<file path="src/rtl/out32bit_uart_tx_if.sv">
// Write-side bundle between the out32bit register strobe and the UART transmitter:
// the word strobe going in, and the FIFO/serialiser status coming back.
interface out32bit_uart_tx_if;
   logic        in_valid;
   logic [31:0] in_data;
   logic        fifo_full;
   logic        overflow;
   logic        busy;

   modport master (
      output in_valid,
      output in_data,
      input  fifo_full,
      input  overflow,
      input  busy
   );

   modport slave (
      input  in_valid,
      input  in_data,
      output fifo_full,
      output overflow,
      output busy
   );
endinterface

</file>
<file path="src/rtl/out32bit_uart_tx.sv">
// Buffers words written to the FISMOS out32bit register and sends each one as four
// 8N1 UART frames, least-significant byte first, so firmware never stalls on the line.
module out32bit_uart_tx #(
   parameter int CLKS_PER_BIT = 104,
   parameter int FIFO_DEPTH   = 4
) (
   input  logic              clk,
   input  logic              reset,
   out32bit_uart_tx_if.slave bus,
   output logic              tx
);

   localparam int PTR_W   = $clog2(FIFO_DEPTH);
   localparam int TIMER_W = (CLKS_PER_BIT > 1) ? $clog2(CLKS_PER_BIT) : 1;

   localparam logic [PTR_W:0]     FULL_COUNT = (PTR_W + 1)'(FIFO_DEPTH);
   localparam logic [TIMER_W-1:0] TIMER_LAST = TIMER_W'(CLKS_PER_BIT - 1);

   typedef enum logic [1:0] {
      IDLE,
      START,
      DATA,
      STOP
   } TxState;

   logic [31:0]        fifoMem [FIFO_DEPTH];
   logic [PTR_W-1:0]   wrPtr;
   logic [PTR_W-1:0]   rdPtr;
   logic [PTR_W:0]     count;
   logic [PTR_W:0]     countNext;
   logic               fifoFullReg;
   logic               overflowReg;
   logic               fifoEmpty;
   logic               pushNow;
   logic               popNow;
   logic               bitDone;

   TxState             state;
   logic [TIMER_W-1:0] bitTimer;
   logic [2:0]         bitIdx;
   logic [1:0]         byteIdx;
   logic [31:0]        shiftReg;

   // A word is only accepted when the registered count shows room, so a push that
   // coincides with a pop from a full FIFO is still dropped. Pops happen either from
   // IDLE or at the very end of the last stop bit, which keeps words back-to-back.
   assign fifoEmpty = (count == '0);
   assign bitDone   = (bitTimer == TIMER_LAST);
   assign pushNow   = bus.in_valid && (count != FULL_COUNT);
   assign popNow    = !fifoEmpty &&
                      ((state == IDLE) ||
                       ((state == STOP) && bitDone && (byteIdx == 2'd3)));

   assign bus.fifo_full = fifoFullReg;
   assign bus.overflow  = overflowReg;
   assign bus.busy      = !fifoEmpty || (state != IDLE);

   // Next occupancy: a simultaneous accepted push and pop leaves the count unchanged.
   always_comb begin
      countNext = count;
      case ({pushNow, popNow})
         2'b10:   countNext = count + (PTR_W + 1)'(1);
         2'b01:   countNext = count - (PTR_W + 1)'(1);
         default: countNext = count;
      endcase
   end

   // Word storage has no reset: after reset the count marks every entry as empty,
   // so stale contents can never be popped.
   always_ff @(posedge clk) begin
      if (pushNow) begin
         fifoMem[wrPtr] <= bus.in_data;
      end
   end

   // FIFO bookkeeping. Pointers wrap on their own width; the full flag is computed
   // from the next count so it is a clean register, and overflow is sticky until reset.
   always_ff @(posedge clk or posedge reset) begin
      if (reset) begin
         wrPtr       <= '0;
         rdPtr       <= '0;
         count       <= '0;
         fifoFullReg <= 1'b0;
         overflowReg <= 1'b0;
      end else begin
         if (pushNow) begin
            wrPtr <= wrPtr + PTR_W'(1);
         end
         if (popNow) begin
            rdPtr <= rdPtr + PTR_W'(1);
         end
         count       <= countNext;
         fifoFullReg <= (countNext == FULL_COUNT);
         if (bus.in_valid && (count == FULL_COUNT)) begin
            overflowReg <= 1'b1;
         end
      end
   end

   // Serialiser. The line value for the next bit period is registered on the same edge
   // that changes state, so tx never glitches. Data bits are taken from bit 0 of a
   // right-shifting word register; after eight shifts the next byte is already in
   // place, which is why no separate byte select is needed.
   always_ff @(posedge clk or posedge reset) begin
      if (reset) begin
         state    <= IDLE;
         bitTimer <= '0;
         bitIdx   <= '0;
         byteIdx  <= '0;
         shiftReg <= '0;
         tx       <= 1'b1;
      end else begin
         case (state)
            IDLE: begin
               bitTimer <= '0;
               tx       <= 1'b1;
               if (popNow) begin
                  shiftReg <= fifoMem[rdPtr];
                  byteIdx  <= '0;
                  tx       <= 1'b0;
                  state    <= START;
               end
            end

            START: begin
               if (bitDone) begin
                  bitTimer <= '0;
                  bitIdx   <= '0;
                  tx       <= shiftReg[0];
                  shiftReg <= {1'b0, shiftReg[31:1]};
                  state    <= DATA;
               end else begin
                  bitTimer <= bitTimer + TIMER_W'(1);
               end
            end

            DATA: begin
               if (bitDone) begin
                  bitTimer <= '0;
                  if (bitIdx == 3'd7) begin
                     tx    <= 1'b1;
                     state <= STOP;
                  end else begin
                     bitIdx   <= bitIdx + 3'd1;
                     tx       <= shiftReg[0];
                     shiftReg <= {1'b0, shiftReg[31:1]};
                  end
               end else begin
                  bitTimer <= bitTimer + TIMER_W'(1);
               end
            end

            STOP: begin
               if (bitDone) begin
                  bitTimer <= '0;
                  if (byteIdx != 2'd3) begin
                     byteIdx <= byteIdx + 2'd1;
                     tx      <= 1'b0;
                     state   <= START;
                  end else if (popNow) begin
                     shiftReg <= fifoMem[rdPtr];
                     byteIdx  <= '0;
                     tx       <= 1'b0;
                     state    <= START;
                  end else begin
                     tx    <= 1'b1;
                     state <= IDLE;
                  end
               end else begin
                  bitTimer <= bitTimer + TIMER_W'(1);
               end
            end

            default: begin
               tx    <= 1'b1;
               state <= IDLE;
            end
         endcase
      end
   end

endmodule

</file>
<file path="src/flat_wrapper.sv">
// flat-port wrapper written by rule: the top's interface ports become plain ports
module out32bit_uart_tx_flat 
#(
   parameter int CLKS_PER_BIT = 104,
   parameter int FIFO_DEPTH   = 4
)
  (clk, reset, tx, bus_in_valid, bus_in_data, bus_fifo_full, bus_overflow, bus_busy);
  out32bit_uart_tx_if bus_i ();
  input  logic clk;
  input  logic reset;
  output logic tx;
  input wire logic [$bits(bus_i.in_valid)-1:0] bus_in_valid;
  input wire logic [$bits(bus_i.in_data)-1:0] bus_in_data;
  output wire logic [$bits(bus_i.fifo_full)-1:0] bus_fifo_full;
  output wire logic [$bits(bus_i.overflow)-1:0] bus_overflow;
  output wire logic [$bits(bus_i.busy)-1:0] bus_busy;
  assign bus_i.in_valid = bus_in_valid;
  assign bus_i.in_data = bus_in_data;
  assign bus_fifo_full = bus_i.fifo_full;
  assign bus_overflow = bus_i.overflow;
  assign bus_busy = bus_i.busy;
  out32bit_uart_tx #(.CLKS_PER_BIT(CLKS_PER_BIT), .FIFO_DEPTH(FIFO_DEPTH)) u_core (.clk(clk), .reset(reset), .bus(bus_i), .tx(tx));
endmodule
</file>
<file path="config.mk">
export PLATFORM = sky130hd
export DESIGN_NAME = out32bit_uart_tx_flat
export DESIGN_NICKNAME = d
export VERILOG_FILES = /design/src/rtl/out32bit_uart_tx_if.sv /design/src/rtl/out32bit_uart_tx.sv /design/src/flat_wrapper.sv
export SDC_FILE = /design/constraint.sdc
export NUM_CORES = 1
export LEC_CHECK = 0
export ABC_AREA = 1
export CAP_MARGIN = 20
export CELL_PAD_IN_SITES_DETAIL_PLACEMENT = 1
export CELL_PAD_IN_SITES_GLOBAL_PLACEMENT = 2
export CORE_AREA = 3 3 144 146
export DETAILED_ROUTE_END_ITERATION = 8
export DIE_AREA = 0 0 147 149
export HOLD_SLACK_MARGIN = 0.08
export PLACE_DENSITY = 0.86
export REMOVE_ABC_BUFFERS = 1
export SLEW_MARGIN = 30
export SYNTH_ARGS = -nofsm -noshare
export SYNTH_HDL_FRONTEND = slang
export SYNTH_SLANG_ARGS = --single-unit
</file>
<file path="constraint.sdc">
create_clock -name clk -period 3.65 [get_ports clk]
set_clock_uncertainty 0.05 [all_clocks]
set_input_delay 0.73 -clock clk [delete_from_list [all_inputs] [get_ports clk]]
set_output_delay 0.73 -clock clk [all_outputs]
set_load 0.005 [all_outputs]
</file>
==> impl_metrics.toml <==
[outcome]
status = "finished, final reports clean"

[cts]
cts_resized = 0
numCtsBuffers = 17
clock-sinks = 184
clock_latency_ns = 0.43
clkTransAtPathRegs_ns = 0.07
htreeDepth = 4
post_cts_buffers = 0
ctsHoldBuffers = 0
cts_root_buf = "clkbuf_16"
cts_buffer_depth = 2
cts_tree = "built"

[worst_setup_path]
arrival_ns = 3.14
required_ns = 3.94
r2r_end = "u_core.bus.fifo_full$_DFF_PP0_"
endpoint_kind = "register"
r2r_setup_slack_ns = 0.79
reg2reg_from = "u_core.state[1]$_DFFE_PP0P_"
path_class = "reg -> reg"
reg2reg_depth = 15
critPathMaxFanout = 6
start_kind = "register"

[layout]
syn2layout_area_growth_pct = 15.2
register_area_um2 = 5250
multiInputGateArea_um2 = 2290
fin_util_pct = 46.1
drive_gt1_share_pct = 9.22
nets = 829
diodes = 0
fill_cells = 2161

[place]
gp_congestion = 0.740
place.detailed.hpwl_mm = 10.5
port_buffers = 38

[sta]
setup_viol = 0
hold_viol = 0
rsz0062_at_grt = "false"
fmax_ghz = 0.350
fin_crit_ns = 2.86
final.period_utilization_pct = 78.2
worst_slew_margin_rel_pct = 47.2
worst_pin_slew_ns = 0.787
setup_tns_ns = 0
maxSlewViolCount = 0

[die]
io_pins = 39
coreArea_um2 = 19500
die_area_um2 = 21900
dieWidth_um = 147
dieHeight_um = 149
start_util_pct = 40.0
rows = 51

[logic_synthesis]
synth_top_area_share_pct = 49.2
yosys_most_used_dff = "edfxtp_1"
yosys-top-cells-count = "nand2_1, edfxtp_1, nand3_1"
netlist_top_cells_area = "edfxtp_1, dfrtp_1, nand2_1"
synth-seq-cells = 184
yosysUniqueCellTypes = 32
yosysMostFrequentCell = "nand2_1"
ys_warn_count = 0
avgSynthCellArea_um2 = 10.5
async_flop_share_pct = 30.4
syn_area_um2 = 7820
synth.largest_area_cell = "edfxtp_1"
yosysSeqAreaShare_pct = 67.1
synth_edf_count = 128
synthCells = 744

[route]
ant_nets = 0
drc = 0
wl_mm = 18.0
first_iter_violations = 282
num_vias = 5294
post_drt_wl_per_cell_um = 17.0
viasPerCell = 5.01
dr.pass1.iters = 4

[global_route]
first_global_vias = 5762
grt_overflow = 0
antenna_found_initial = 0
grt_max_degree = 66
gr-usage-all-layers_pct = 17.3
grt_pass1_wl_mm = 29.7

[min_path]
whs_endpoint = "u_core.tx$_DFFE_PP1P_"
hp-class = "reg -> reg"
min_from = "u_core.tx$_DFFE_PP1P_"
hold_path_depth = 2

[power]
vdd_drop_max_v = 0.000331
p_leak_nw = 3.73
p_per_area_nw_per_um2 = 544

[flow_run]
maxCapViolations = 0
-- sequential cells by signal, indices dropped and copies added, names as in the netlist --
signal                flops
u_core.bitTimer           7
u_core.wrPtr              2
u_core.count              3
u_core.rdPtr              2
u_core.bus.overflow       1
u_core.byteIdx            2
u_core.fifoMem          128
u_core.tx                 1
u_core.bus.fifo_full      1
u_core.bitIdx             3
u_core.state              2
u_core.shiftReg          32
-- stage by stage --
step / std cells / worst slack, ns / hold slack [ns] / instance area, um2 / total power, mW
after floorplan: 710 / 0.693 / 0.381 / 7650 / 2.99
after global placement: 1025 / 0.689 / 0.397 / 8460 / 3.20
after detailed placement: 1025 / 0.577 / 0.407 / 8460 / 3.27
after CTS: 1057 / 0.724 / 0.421 / 9000 / 4.96
after global routing: 1057 / 0.518 / 0.432 / 9000 / 5.12
final: 1057 / 0.794 / 0.420 / 9000 / 4.90
-- worst max-delay path: stages, from the launching register on --
cell,delay (ns)
dfrtp_1,0.41
inv_1,0.15
ha_1,0.27
inv_1,0.12
nand2_1,0.08
nand2_1,0.05
inv_1,0.10
nand2_4,0.09
inv_1,0.09
ha_1,0.15
inv_1,0.07
fa_1,0.38
or2_2,0.30
nand2_1,0.08
xor2_1,0.17
nor3b_1,0.22
-- cells by family (layout without fill, tap and decap cells) --
kind of cell,count (synthesis),after routing,share of synthesized area (%)
AO/OA/AOI/OAI,19,19,1.42
XOR/XNOR,6,6,0.672
adder cells (fa/ha/maj),15,15,2.50
buffers and inverters,65,113,3.68
flip-flops,184,184,67.1
AND/OR/NAND/NOR,455,455,24.6
-- worst max path at each step --
stage | from | endpoint | slack [ns]
6_report | u_core.state[1]$_DFFE_PP0P_ | u_core.bus.fifo_full$_DFF_PP0_ | 0.79
3_3_place_gp | bus_in_valid | u_core.bus.fifo_full$_DFF_PP0_ | 0.69
5_1_grt | u_core.state[1]$_DFFE_PP0P_ | u_core.bus.fifo_full$_DFF_PP0_ | 0.52
2_1_floorplan | u_core.rdPtr[0]$_DFFE_PP0P_ | u_core.shiftReg[10]$_DFFE_PP0P_ | 0.69
3_5_place_dp | bus_in_valid | u_core.bus.fifo_full$_DFF_PP0_ | 0.58
4_1_cts | u_core.state[0]$_DFFE_PP0P_ | u_core.bus.fifo_full$_DFF_PP0_ | 0.72
-- cell usage in the layout, fill, tap and decap left out, types with 3 or more instances in the layout --
cell type and instances:
a21oi_1 6, buf_4 12, clkbuf_16 17, clkdlybuf4s50_1 38, clkinvlp_4 3, dfrtp_1 54, edfxtp_1 128, ha_1 14
inv_1 27, inv_2 3, inv_6 4, nand2_1 312, nand2_2 13, nand2_4 4, nand3_1 99, nor2_1 13
nor2_2 5, nor3b_1 3, o21ai_0 9, xor2_1 5
-- per-layer routing --
metal  global-route usage (%)  share of wire [%]  routed length [um]
met1                     21.5                 43                7830
met2                     31.3                 53                9540
met3                     3.56                2.6                 467
met4                     4.24               0.92                 165
met5                        0                  0                   0
-- final cells by class --
| type | instances | area share [%] |
|---|---|---|
| Clock buffer | 17 | 4.72 |
| Clock inverter | 15 | 1.28 |
| Inverter | 31 | 1.32 |
| Multi-Input combinational cell | 495 | 25.5 |
| Sequential cell | 184 | 58.3 |
| Tap cell | 265 | 3.68 |
| Timing Repair Buffer | 50 | 5.23 |
-- where the power goes --
part	switching (mW)	internal (mW)	total (mW)	leakage [nW]
logic	0.381	0.155	0.536	1.63
registers	0.0877	2.58	2.67	1.84
clock network	0.811	0.883	1.69	0.259
No activity file was read; power rests on OpenSTA's default activity.
